**src/rtl/pipe_stage_reg.sv**
```systemverilog
// ---------------------------------------------------------------------------
// pipe_stage_reg
//   Generic pipeline stage register carrying a packed DATA_W payload between
//   two valid/ready interfaces. With SKID=1 a second (skid) entry absorbs the
//   one extra beat that arrives after downstream stalls, so in_ready is driven
//   purely from a flop. With SKID=0 the stage holds a single entry and
//   in_ready is combinational from out_ready.
//   Also provides a synchronous flush (bubble insertion) and a saturating
//   counter of stalled output cycles for profiling.
//
// Ports
//   clk        rising-edge clock
//   reset      asynchronous active-high reset
//   flush      synchronous flush, discards all held entries and any input
//   in_valid   upstream payload valid
//   in_data    upstream payload
//   in_ready   stage can accept this cycle
//   out_valid  downstream payload valid
//   out_data   downstream payload (qualify with out_valid)
//   out_ready  downstream accepts; 0 = stall
//   stat_clr   synchronous clear of stall_cnt
//   stall_cnt  saturating count of cycles with out_valid & ~out_ready
//   occupancy  number of entries held (0..2, max 1 when SKID=0)
// ---------------------------------------------------------------------------
module pipe_stage_reg #(
  parameter int                 DATA_W    = 64,
  parameter logic [DATA_W-1:0]  FLUSH_VAL = {DATA_W{1'b0}},
  parameter int                 SKID      = 1,
  parameter int                 CNT_W     = 16
) (
  input  logic              clk,
  input  logic              reset,
  input  logic              flush,
  input  logic              in_valid,
  input  logic [DATA_W-1:0] in_data,
  output logic              in_ready,
  output logic              out_valid,
  output logic [DATA_W-1:0] out_data,
  input  logic              out_ready,
  input  logic              stat_clr,
  output logic [CNT_W-1:0]  stall_cnt,
  output logic [1:0]        occupancy
);

  localparam logic [CNT_W-1:0] CNT_MAX = {CNT_W{1'b1}};

  logic              out_valid_q, out_valid_d;
  logic [DATA_W-1:0] main_q,      main_d;
  logic              skid_valid_q, skid_valid_d;
  logic [DATA_W-1:0] skid_q,      skid_d;
  logic [CNT_W-1:0]  stall_cnt_q, stall_cnt_d;

  logic in_fire;
  logic out_fire;
  logic main_can_load;

  // With a skid entry, in_ready depends only on state; the skid slot is what
  // catches the beat accepted in the same cycle downstream stalls.
  always_comb begin
    if (SKID != 0) begin
      in_ready = ~skid_valid_q;
    end else begin
      in_ready = out_ready | ~out_valid_q;
    end
  end

  assign in_fire       = in_valid & in_ready;
  assign out_fire      = out_valid_q & out_ready;
  assign main_can_load = ~out_valid_q | out_ready;

  always_comb begin
    out_valid_d  = out_valid_q;
    main_d       = main_q;
    skid_valid_d = skid_valid_q;
    skid_d       = skid_q;

    if (flush) begin
      // Flush wins over everything; an input beat offered now is dropped.
      out_valid_d  = 1'b0;
      skid_valid_d = 1'b0;
      main_d       = FLUSH_VAL;
    end else if (SKID != 0) begin
      if (main_can_load) begin
        // The skid entry is older than anything on in_data, so it goes first.
        // in_ready is low while the skid is full, so both cannot happen at once.
        if (skid_valid_q) begin
          main_d       = skid_q;
          skid_valid_d = 1'b0;
        end else if (in_fire) begin
          main_d = in_data;
        end
        out_valid_d = skid_valid_q | in_fire;
      end else if (in_fire) begin
        skid_d       = in_data;
        skid_valid_d = 1'b1;
      end
    end else begin
      if (in_fire) begin
        main_d      = in_data;
        out_valid_d = 1'b1;
      end else if (out_fire) begin
        out_valid_d = 1'b0;
      end
    end
  end

  // Stall counter is deliberately independent of flush so profiling spans
  // pipeline redirects.
  always_comb begin
    stall_cnt_d = stall_cnt_q;
    if (stat_clr) begin
      stall_cnt_d = '0;
    end else if (out_valid_q && !out_ready && stall_cnt_q != CNT_MAX) begin
      stall_cnt_d = stall_cnt_q + 1'b1;
    end
  end

  always_ff @(posedge clk or posedge reset) begin
    if (reset) begin
      out_valid_q  <= 1'b0;
      main_q       <= FLUSH_VAL;
      skid_valid_q <= 1'b0;
      skid_q       <= FLUSH_VAL;
      stall_cnt_q  <= '0;
    end else begin
      out_valid_q  <= out_valid_d;
      main_q       <= main_d;
      skid_valid_q <= skid_valid_d;
      skid_q       <= skid_d;
      stall_cnt_q  <= stall_cnt_d;
    end
  end

  assign out_valid = out_valid_q;
  assign out_data  = main_q;
  assign stall_cnt = stall_cnt_q;
  assign occupancy = {1'b0, out_valid_q} + {1'b0, skid_valid_q};

endmodule

```
**config.mk**
```make
export PLATFORM = sky130hd
export DESIGN_NAME = pipe_stage_reg
export DESIGN_NICKNAME = d
export VERILOG_FILES = /design/src/rtl/pipe_stage_reg.sv
export SDC_FILE = /design/constraint.sdc
export NUM_CORES = 1
export LEC_CHECK = 0
export ABC_AREA = 1
export CORE_AREA = 2 2 94 165
export CTS_CLUSTER_SIZE = 12
export DETAILED_ROUTE_END_ITERATION = 8
export DIE_AREA = 0 0 96 167
export PLACE_DENSITY_LB_ADDON = 0.1
export SLEW_MARGIN = 10
export SYNTH_ARGS = -nofsm -noshare
export SYNTH_HDL_FRONTEND = slang
export SYNTH_SLANG_ARGS = --single-unit
export TNS_END_PERCENT = 10
```
**constraint.sdc**
```tcl
create_clock -name clk -period 11.7 [get_ports clk]
set_input_delay 2.34 -clock clk [delete_from_list [all_inputs] [get_ports clk]]
set_output_delay 2.34 -clock clk [all_outputs]
set_load 0.01 [all_outputs]
```
-- Word level (Yosys, flattened, before mapping)
Cells that the tools add are included.
- register bits after elaboration: 146
- output and inout bits: 84
- bits of input ports: 70
- logic and storage cells: 35
- mux-type cells: 11
- bitwise logic cells: 7
- equality and inequality tests: 1
- reduce and logical (&&, ||, !) cells: 9
- add/subtract/negate cells: 2
- operator list (kind ; count):
    $mux W64 ; 4
    $mux W16 ; 2
    $add A16 B1 Y16 const B ; 1
    $ne A16 B16 Y1 const B ; 1
    $reduce_bool A3 Y1 ; 2
    $mux W1 ; 5
    $not A1 Y1 ; 4
    $reduce_bool A2 Y1 ; 2
    $reduce_and A3 Y1 ; 1
    $add A1 B1 Y2 ; 1
    $logic_and A1 B1 Y1 ; 2
    $or A1 B1 Y1 ; 2
    $reduce_and A2 Y1 ; 1
    $and A1 B1 Y1 ; 1
    $logic_not A1 Y1 ; 1

-- Longest topological paths before layout
- depth after elaboration: 6
- mapped depth: 10

-- Least setup slack after synthesis
Ideal clock, no wire load.
- kind: input to register
- start point: in out_ready
- end point: reg skid_q[26]
- buffers on the path: 2
- data required time: 11.570 ns
- cell stages on the path: 6
- setup slack: 8.398 ns
- data arrival time: 3.172 ns
- path through: nor2_1 nand4_1 clkbuf_1 clkbuf_1 nand2_1 o21ai_0
- longest elaborated chain between the ends: 3
- ends and longest elaborated chain (what ; line ; RTL):
    from (decl) ; 39 ; input logic out_ready,
    $or A1 B1 Y1 ; 69 ; assign main_can_load = ~out_valid_q | out_ready;
    $not A1 Y1 (no line) ; n/a ;
    $reduce_and A3 Y1 (no line) ; n/a ;
    to (signal assigned) ; 129 ; skid_q <= skid_d;
    to (decl) ; 50 ; logic [DATA_W-1:0] skid_q, skid_d;
No other way between the ends.
A chain may end at the register's enable or synchronous reset.

-- Worst setup path in the final report
- start point: reg skid_valid_q
- end point: out in_ready
- longest elaborated chain between the ends: 1
- ends and longest elaborated chain (what ; line ; RTL):
    from (decl) ; 49 ; logic skid_valid_q, skid_valid_d;
    from (signal assigned) ; 128 ; skid_valid_q <= skid_valid_d;
    $not A1 Y1 ; 61 ; in_ready = ~skid_valid_q;
    to (decl) ; 36 ; output logic in_ready,
No other way between the ends.

==> results by group <==
Status
  • Status: finished clean

STA
  • Actual slew at the worst max-slew pin: 1.14 ns
  • Final hold vios: 0
  • Skew final: 0.0111 ns
  • Worst slew margin: 23.9%
  • RSZ-0062 raised after global routing: no
  • Max frequency: 0.208 GHz
  • Max-slew violation count: 0
  • Setup_tns: 0 ns
  • Final setup margin: 6.89 ns
  • Min cycle time layout: 4.81 ns
  • Setup violations, final: 0
  • Final critical-path share of the clock period: 41.1%

Setup path
  • WS Path Type: reg2out
  • Crit path cell chain: clkinv_2 -> buf_4 -> clkdlybuf4s50_1
  • Critical Path Slowest Stage Cell: buf_4
  • Register-to-Register Path Depth: 5
  • Crit start category: flip-flop
  • CP peak stage delay: 0.78 ns
  • Worst flop-to-flop path endpoint: skid_q[21]$_DFFE_PP0P_
  • Reg2reg start: skid_valid_q$_DFFE_PP0P_
  • Required time worst endpoint: 9.36 ns
  • Last element of the critical path: in_ready
  • Crit path DAT: 2.47 ns
  • Setup slack, reg-to-reg: 9.28 ns
  • Crit. End Element: primary output
  • Worst-path maximum fanout: 130
  • CP startpoint: skid_valid_q$_DFFE_PP0P_

Detailed routing
  • Routed via count: 5506
  • Post-route ant nets: 0
  • Drt drc: 0
  • Initial DRC count: 377
  • Via-to-Cell Ratio: 4.97
  • Final wirelength: 16100 microns
  • Routed wire length per instance: 14.5 microns
  • Drt first pass iters: 8

Clocking
  • CTS Hold Bufs: 0
  • Clk sinks: 146
  • CTS tree: done
  • Clk slew on worst S/H paths: 0.06 ns
  • Worst skew pair latency: 0.42 ns
  • Post-CTS Setup Inserts: 0
  • CTS Buf Count: 17
  • H-tree depth: 4
  • Clock Tree Buf Depth: 2
  • PostCTS Resize Cnt: 0
  • Clock root buffer: clkbuf_16

Place
  • Placed cell area: 8130 sq um
  • Place WS: 7.35 ns
  • # port buffers: 153
  • Placer Congestion: 0.829
  • Dpl hpwl: 10400 microns

Job
  • Total of max-cap violations: 0

Min path
  • Worst Hold Launch: skid_q[62]$_DFFE_PP0P_
  • Worst Hold Class: reg2reg

Cells and area
  • # diodes: 0
  • Filler cells: 1361
  • P&R area growth vs syn: 34.3%
  • Share of layout cells above drive strength 1: 5.41%
  • Nets: 984
  • Final Cell Area: 8740 sq um

Synth
  • Top-count cell post-synth: nand2_1
  • Top cells by area, synth: dfrtp_1, nand2_1, o21ai_0
  • Cell Area, Synth: 6500 sq um
  • Top FF cell, synth: dfrtp_1
  • Cells after synthesis: 779
  • Yosys warnings: 0
  • Ys async rst share: 100%
  • Synth top area share: 56.2%
  • Flops & latches, synth: 146
  • Part of the Yosys area used for sequential elements: 56.2%
  • Cell variety after synth: 25
  • EDFF count, synth: 0
  • Syn Nets: 851
  • Post-synth top area cell: dfrtp_1
  • Syn avg cell area: 8.35 sq um
  • Top cells by count, synth: nand2_1, dfrtp_1, inv_1

Pwr
  • P per Cell Area: 155 nW/um^2
  • Power Total: 1.36 mW
  • Lkg Pwr: 4.20 nW
  • Peak supply drop: 0.100 mV

GRT
  • Largest net degree at the start of global routing: 131
  • Total grt overflow: 0
  • Global-route wire length before repair: 26400 microns
  • Vias in the first global route: 5425
  • Total GRT Usage: 21.0%
  • Initial antenna violation count: 0

Floorplanning
  • DIE AREA: 16000 sq um
  • Die height: 167 microns
  • Io pins: 154
  • Width of the die: 96 microns
  • Core outline area: 14700 sq um
  • Rows: 59
  • Initial Util: 44.3%
-- per-stage QoR --
| step | hold slack (ns) | instances | utilization [%] |
|---|---|---|---|
| detailed placement | 0.468 | 1076 | 55.4 |
| global placement | 0.461 | 1076 | 55.4 |
| floorplan | 0.448 | 779 | - |
| finish | 0.480 | 1107 | 59.5 |
| global route | 0.497 | 1107 | 59.5 |
| CTS | 0.482 | 1107 | 59.5 |
-- critical path, delay by kind of cell, from the launching register on --
family                 cells  cell delay (ns)
DFF                        1             0.41
buffers and inverters      3             1.54
-- sequential cells by signal, summed over array words and instances, names as in the netlist --
| name | count |
|---|---|
| out_valid | 1 |
| skid_valid_q | 1 |
| out_data | 64 |
| skid_q | 64 |
| stall_cnt | 16 |
-- power by group --
group	switching, mW	total, mW	internal (mW)
Sequential	0.0395	0.617	0.578
Clock	0.218	0.556	0.337
Combinational	0.0935	0.185	0.0919
Total	0.351	1.36	1.01
-- cell usage in the layout (no fill, tap or decap), drive strengths merged --
master / count
nand2: 188
clkdlybuf4s50: 153
inv: 148
dfrtp: 146
o21ai: 132
o22ai: 64
nor2: 22
clkbuf: 17
nand3: 15
nand4: 10
buf: 5
xor2: 4
clkinvlp: 4
clkinv: 4
bufinv: 3
or2: 2
a21oi: 2
ha: 2
xnor2: 1
o21bai: 1
nand3b: 1
-- cell families (layout without fill, tap and decap cells) --
group                    Yosys count  in the layout  synth area share (%)
AND/OR/NAND/NOR                  238            238                  14.8
AO/OA/AOI/OAI                    199            199                  16.6
buffers and inverters            189            334                  11.3
flip-flops                       146            146                  56.2
XOR/XNOR                           5              5                 0.673
adder cells (fa/ha/maj)            2              2                 0.385
-- layout make-up --
type / count / area, sq um / share of cell area, %
clock buffer: 17 / 425 / 4.87
clock inverter: 14 / 178 / 2.03
inverter: 145 / 552 / 6.32
multi-input combinational: 444 / 2130 / 24.4
sequential: 146 / 3650 / 41.8
tap: 183 / 229 / 2.62
timing repair buffer: 158 / 1570 / 18.0
-- worst min path at each step --
stage | endpoint | slack (ns) | cells after the start
floorplan | skid_q[10]$_DFFE_PP0P_ | 0.45 | 2
global placement | skid_q[13]$_DFFE_PP0P_ | 0.46 | 2
detailed placement | skid_q[62]$_DFFE_PP0P_ | 0.47 | 2
CTS | skid_q[62]$_DFFE_PP0P_ | 0.48 | 2
global route | skid_q[48]$_DFFE_PP0P_ | 0.50 | 2
finish | skid_q[62]$_DFFE_PP0P_ | 0.48 | 2
-- routing by layer --
metal,vias to the layer above,share of wire [%],GRT usage [%],routed length (microns)
li1,2746,-,-,-
met1,2599,41,25.8,6560
met2,143,53,35.1,8480
met3,18,4.5,5.02,724
met4,0,2.0,7.64,317
met5,-,0,0,0
No activity file was read; power rests on OpenSTA's default activity.
